$ cat config.mk
export PLATFORM = sky130hd
export DESIGN_NAME = iter_divider
export DESIGN_NICKNAME = d
export VERILOG_FILES = /design/src/rtl/iter_divider_pkg.sv /design/src/rtl/iter_divider_div_step.sv /design/src/rtl/iter_divider.sv
export SDC_FILE = /design/constraint.sdc
export NUM_CORES = 1
export LEC_CHECK = 0
export CAP_MARGIN = 20
export CORE_MARGIN = 4
export CORE_UTILIZATION = 63
export CTS_CLUSTER_DIAMETER = 30
export DETAILED_ROUTE_END_ITERATION = 10
export GPL_TIMING_DRIVEN = 0
export PLACE_DENSITY = 0.94
export SLEW_MARGIN = 20
export SYNTH_ARGS = -nofsm -noshare
export SYNTH_HDL_FRONTEND = slang
export SYNTH_SLANG_ARGS = --single-unit
$ cat constraint.sdc
create_clock -name clk -period 8.65 [get_ports clk]
set_input_delay 1.2975 -clock clk [delete_from_list [all_inputs] [get_ports clk]]
set_output_delay 1.2975 -clock clk [all_outputs]
set_load 0.02 [all_outputs]
$ cat src/rtl/iter_divider_pkg.sv
// Shared constants and types for the iterative RV32M divide/remainder unit.
// Opcodes follow the ALUControl encoding: bit 0 = unsigned, bit 1 = remainder.
package iter_divider_pkg;

    localparam logic [4:0] OP_DIV  = 5'b10100;
    localparam logic [4:0] OP_DIVU = 5'b10101;
    localparam logic [4:0] OP_REM  = 5'b10110;
    localparam logic [4:0] OP_REMU = 5'b10111;

    localparam logic [31:0] RES_ALL_ONES = 32'hFFFF_FFFF;
    localparam logic [31:0] RES_INT_MIN  = 32'h8000_0000;

    typedef enum logic [1:0] {
        ST_IDLE = 2'd0,
        ST_DIV  = 2'd1,
        ST_FIX  = 2'd2,
        ST_DONE = 2'd3
    } div_state_t;

    function automatic logic is_div_op(input logic [4:0] op);
        return op[4:2] == 3'b101;
    endfunction

    // Magnitude in 32-bit two's complement; INT_MIN maps to itself, which the
    // unsigned datapath then treats as 2^31.
    function automatic logic [31:0] abs_if(input logic [31:0] v, input logic en);
        return (en && v[31]) ? (~v + 32'd1) : v;
    endfunction

endpackage

$ cat src/rtl/iter_divider_div_step.sv
// One restoring-division step: shift the partial remainder left, bring in one
// dividend bit, and keep the trial difference when it does not go negative.
module div_step
    import iter_divider_pkg::*;
#(
    parameter int XLEN = 32
) (
    input  logic [XLEN-1:0] rem_in,
    input  logic            bit_in,
    input  logic [XLEN-1:0] divisor,
    output logic [XLEN-1:0] rem_out,
    output logic            q_bit
);

    logic [XLEN:0] shifted;
    logic [XLEN:0] diff;

    // rem_in < divisor always holds, so a 33-bit difference is non-negative
    // exactly when its top bit is clear.
    always_comb begin
        shifted = {rem_in, bit_in};
        diff    = shifted - {1'b0, divisor};
        q_bit   = ~diff[XLEN];
        rem_out = q_bit ? diff[XLEN-1:0] : shifted[XLEN-1:0];
    end

endmodule

$ cat src/rtl/iter_divider.sv
// Radix-2 restoring divider for DIV/DIVU/REM/REMU with a valid/ready request
// and response; one quotient bit per cycle, 32 iterations plus a sign fix-up.
module iter_divider
    import iter_divider_pkg::*;
#(
    parameter int XLEN = 32
) (
    input  logic            clk,
    input  logic            rst,
    input  logic            flush,
    input  logic            req_valid,
    output logic            req_ready,
    input  logic [4:0]      req_op,
    input  logic [XLEN-1:0] req_a,
    input  logic [XLEN-1:0] req_b,
    output logic            rsp_valid,
    input  logic            rsp_ready,
    output logic [XLEN-1:0] rsp_result,
    output logic            busy
);

    div_state_t state_q, state_d;

    logic            sel_rem_q;
    logic            neg_quo_q;
    logic            neg_rem_q;
    logic [XLEN-1:0] rem_q;
    logic [XLEN-1:0] quo_q;
    logic [XLEN-1:0] dvs_q;
    logic [XLEN-1:0] result_q;
    logic [4:0]      cnt_q;

    logic            accept;
    logic            req_signed;
    logic            bad_op;
    logic            div_by_zero;
    logic            sgn_ovf;
    logic            special;
    logic [XLEN-1:0] special_result;
    logic [XLEN-1:0] abs_a;
    logic [XLEN-1:0] abs_b;
    logic [XLEN-1:0] step_rem;
    logic            step_q;
    logic [XLEN-1:0] quo_fixed;
    logic [XLEN-1:0] rem_fixed;

    // Handshake: a transfer happens on a rising edge where valid && ready.
    // req_ready is low during rst/flush so an abort always wins over an accept.
    assign req_ready  = (state_q == ST_IDLE) && !flush && !rst;
    assign accept     = req_valid && req_ready;
    assign rsp_valid  = (state_q == ST_DONE);
    assign busy       = (state_q != ST_IDLE);
    assign rsp_result = result_q;

    always_comb begin
        req_signed  = !req_op[0];
        bad_op      = !is_div_op(req_op);
        div_by_zero = (req_b == '0);
        sgn_ovf     = req_signed && (req_a == RES_INT_MIN) && (req_b == RES_ALL_ONES);
        special     = bad_op || div_by_zero || sgn_ovf;
        abs_a       = abs_if(req_a, req_signed);
        abs_b       = abs_if(req_b, req_signed);

        special_result = '0;
        if (bad_op) begin
            special_result = '0;
        end else if (div_by_zero) begin
            special_result = req_op[1] ? req_a : RES_ALL_ONES;
        end else if (sgn_ovf) begin
            special_result = req_op[1] ? '0 : RES_INT_MIN;
        end
    end

    div_step #(.XLEN(XLEN)) u_step (
        .rem_in  (rem_q),
        .bit_in  (quo_q[XLEN-1]),
        .divisor (dvs_q),
        .rem_out (step_rem),
        .q_bit   (step_q)
    );

    always_comb begin
        quo_fixed = neg_quo_q ? (~quo_q + 1'b1) : quo_q;
        rem_fixed = neg_rem_q ? (~rem_q + 1'b1) : rem_q;
    end

    always_comb begin
        state_d = state_q;
        unique case (state_q)
            ST_IDLE: if (accept) state_d = special ? ST_DONE : ST_DIV;
            ST_DIV:  if (cnt_q == 5'd0) state_d = ST_FIX;
            ST_FIX:  state_d = ST_DONE;
            ST_DONE: if (rsp_ready) state_d = ST_IDLE;
            default: state_d = ST_IDLE;
        endcase
        if (flush) state_d = ST_IDLE;
    end

    always_ff @(posedge clk) begin
        if (rst) begin
            state_q <= ST_IDLE;
        end else begin
            state_q <= state_d;
        end
    end

    // The quotient register starts as |a|; its MSB feeds the step each cycle
    // while the new quotient bit shifts in at the bottom.
    always_ff @(posedge clk) begin
        if (rst) begin
            sel_rem_q <= 1'b0;
            neg_quo_q <= 1'b0;
            neg_rem_q <= 1'b0;
            rem_q     <= '0;
            quo_q     <= '0;
            dvs_q     <= '0;
            result_q  <= '0;
            cnt_q     <= 5'd0;
        end else begin
            if (accept) begin
                sel_rem_q <= req_op[1];
                neg_quo_q <= req_signed && (req_a[XLEN-1] ^ req_b[XLEN-1]);
                neg_rem_q <= req_signed && req_a[XLEN-1];
                rem_q     <= '0;
                quo_q     <= abs_a;
                dvs_q     <= abs_b;
                cnt_q     <= 5'd31;
                if (special) result_q <= special_result;
            end
            if (state_q == ST_DIV && !flush) begin
                rem_q <= step_rem;
                quo_q <= {quo_q[XLEN-2:0], step_q};
                cnt_q <= cnt_q - 5'd1;
            end
            if (state_q == ST_FIX && !flush) begin
                result_q <= sel_rem_q ? rem_fixed : quo_fixed;
            end
        end
    end

endmodule

==> reports/metrics.yaml <==
run_status:
  status: "finished clean"
global_routing:
  grtUsageMet1_pct: 52.7
  busiest_layer: "met2"
  grt_start_max_net_pins: 17
  grt_pass1_wl_mm: 58.7
  met3_usage_pct: 9.45
  overflow: 0
  grt_use_met2_pct: 62.0
  grtUsageTotal_pct: 39.8
  grt_pass1_vias: 11123
  antenna_found_initial: 0
min_path:
  min_from: "rsp_result[3]"
  holdPathStages: 2
  hp-class: "reg2reg"
die:
  coreArea_mm2: 0.0161
  rows: 46
  pin_count: 109
  die_h_um: 137
  start_util_pct: 65.0
  design.die.area_mm2: 0.0187
  die_w_um: 137
routing:
  drt-pass1-iter-count: 6
  vias: 12025
  routed_wl_mm: 37.7
  via_per_inst: 6.90
  drt_iter0_markers: 1868
  remaining_drc_errors: 0
  final_antenna_net_count: 0
  wire_per_inst_um: 21.6
timing:
  rsz0062_at_grt: "no"
  period_minus_slack_ns: 5.11
  hold_viol_final: 0
  fmax_mhz: 196
  period_share_pct: 59.1
  worstMarginPinSlew_ns: 0.909
  drv_slew: 0
  setup_viol: 0
  skew_ns: 0.0117
  fin_ws_ns: 3.54
  tns_ns: 0
  slew_headroom_pct: 39.4
clock_tree:
  cts_resized: 0
  cts_tree: "built"
  clk_pin_slew_ns: 0.06
  hold_buffers: 0
  post-cts-setup-buffers: 0
  cts_sinks: 138
  numCtsBuffers: 17
  cts_max_level: 4
  clockRootBuffer: "clkbuf_16"
  clockBufferDepth: 2
  clock_latency_ns: 0.44
critical_path:
  worstSetupPathType: "in2reg"
  endpoint_kind: "flip-flop"
  required_ns: 9.00
  worst-r2r-cell-count: 12
  rr_startpoint: "rem_q[4]"
  crit_fanout: 10
  worstPathArrival_ns: 5.46
  crit_start: "req_b[19]"
  cp-start-kind: "input port"
placement:
  pre_cts_ws_ns: 3.38
  io_buffers: 107
  dp.final_hpwl_mm: 27.8
  finalWeightedCongestion: 0.987
  dpl_cell_area_mm2: 0.0118
final_layout:
  antennaDiodeCount: 0
  syn_to_final_growth_pct: 19.2
  fin_area_mm2: 0.0124
  layout.nets: 1633
  n_fill_cell: 1208
  drive_above_1_share_pct: 4.45
run:
  maxCapViolCount: 0
logic_synthesis:
  synth_edf_count: 0
  synth.most_common_cell: "nor2_1"
  ys_types: 71
  ys_top_cells_by_area: "dfxtp_1 26%, xnor2_1 6.4%, o21ai_0 5.9%"
  synth.avg_cell_area_um2: 7.52
  yosys_warnings: 0
  synth_seq_area_share_pct: 26.5
  ys_dominant_reg_cell: "dfxtp_1"
  synth-seq-cells: 138
  synthCells: 1388
  synth_area_mm2: 0.0104
  async_reset_ff_share_pct: 0
  synth_commonest_cells: "149 x nor2_1, 138 x dfxtp_1, 138 x nand2_1"
  yosys.area.top_type_share_pct: 26.5
  syn_nets: 1507
  synth_top_area_cell: "dfxtp_1"
power:
  ir_worst_vdd_v: 0.000166
  p_clk_share_pct: 42.1
  p_per_area_mw_per_mm2: 160
  p_int_w: 0.00138
  p_comb_share_pct: 23.4
  cellLeakagePower_nw: 4.38
  finalPower_w: 0.00199
  p_sw_share_pct: 30.7
  seqPwrFrac_pct: 34.6
  p_switching_w: 0.000609
[area by class of cell]
type	instances	area [um2]	area share, %
Multi-Input combinational cell	1116	7110	57.1
Sequential cell	138	2760	22.2
Timing Repair Buffer	107	1070	8.61
Clock buffer	20	467	3.75
Buffer	82	375	3.02
Tap cell	216	270	2.17
Inverter	52	195	1.57
Clock inverter	12	194	1.56
[stage by stage]
| stage | utilization (%) | cells | hold slack [ns] |
|---|---|---|---|
| detailed placement | 73.4 | 1711 | 0.460 |
| finish | 77.5 | 1743 | 0.470 |
| CTS | 77.5 | 1743 | 0.467 |
| floorplan | - | 1388 | 0.432 |
| global route | 77.5 | 1743 | 0.491 |
| global placement | 73.4 | 1711 | 0.441 |
[sequential cells by signal (all words and copies together), names as in the netlist]
register and flops:
sel_rem_q 1, rsp_result 32, state_q 2, neg_rem_q 1
dvs_q 32, neg_quo_q 1, cnt_q 5, quo_q 32
rem_q 32
[worst max-delay path: stages]
cell             delay [ns]
clkdlybuf4s50_1        0.55
or4_1                  0.63
nor4_1                 0.46
nand4_1                0.36
or3_2                  0.66
nor2_2                 0.45
clkbuf_1               0.52
o21ai_0                0.27
a41oi_1                0.26
[metal layers]
| metal | part of all wire [%] | wire length (um) |
|---|---|---|
| met2 | 44 | 16500 |
| met5 | 0 | 0 |
| met1 | 39 | 14700 |
| met3 | 13 | 4960 |
| met4 | 4.2 | 1580 |
[worst paths after layout]
kind                          to  slack [ns]
hold reg to reg    rsp_result[3]        0.47
setup / recovery  rsp_result[30]        3.54
setup reg to reg        quo_q[0]        4.08
hold / removal     rsp_result[3]        0.47
[placed cells by master (no fill, tap or decap), types with 25 or more instances in the layout]
cell type and instances:
a211oi_1 48, a21oi_1 102, a31oi_1 26, clkbuf_1 66
clkdlybuf4s50_1 107, dfxtp_1 138, ha_1 44, inv_1 52
mux2i_1 25, nand2_1 138, nor2_1 149, o21ai_0 124
o31ai_1 34, xnor2_1 76, xor2_1 62
[power by group through the flow]
stage	combinational, W	sequential (W)	clock [W]
after floorplan	0.000298	0.000689	0
after global placement	0.000431	0.000696	0
after detailed placement	0.000440	0.000697	0
after CTS	0.000448	0.000684	0.000824
after global routing	0.000498	0.000687	0.000853
final	0.000464	0.000686	0.000836
[kinds of logic after synthesis]
group | synth area share, %
xor+xnor | 11.6
compound gates | 27.8
buf+inv | 5.47
flops | 26.5
fa+ha+maj | 5.47
simple gates | 20.7
mux | 2.50
Power figures use the tool's default switching activity.
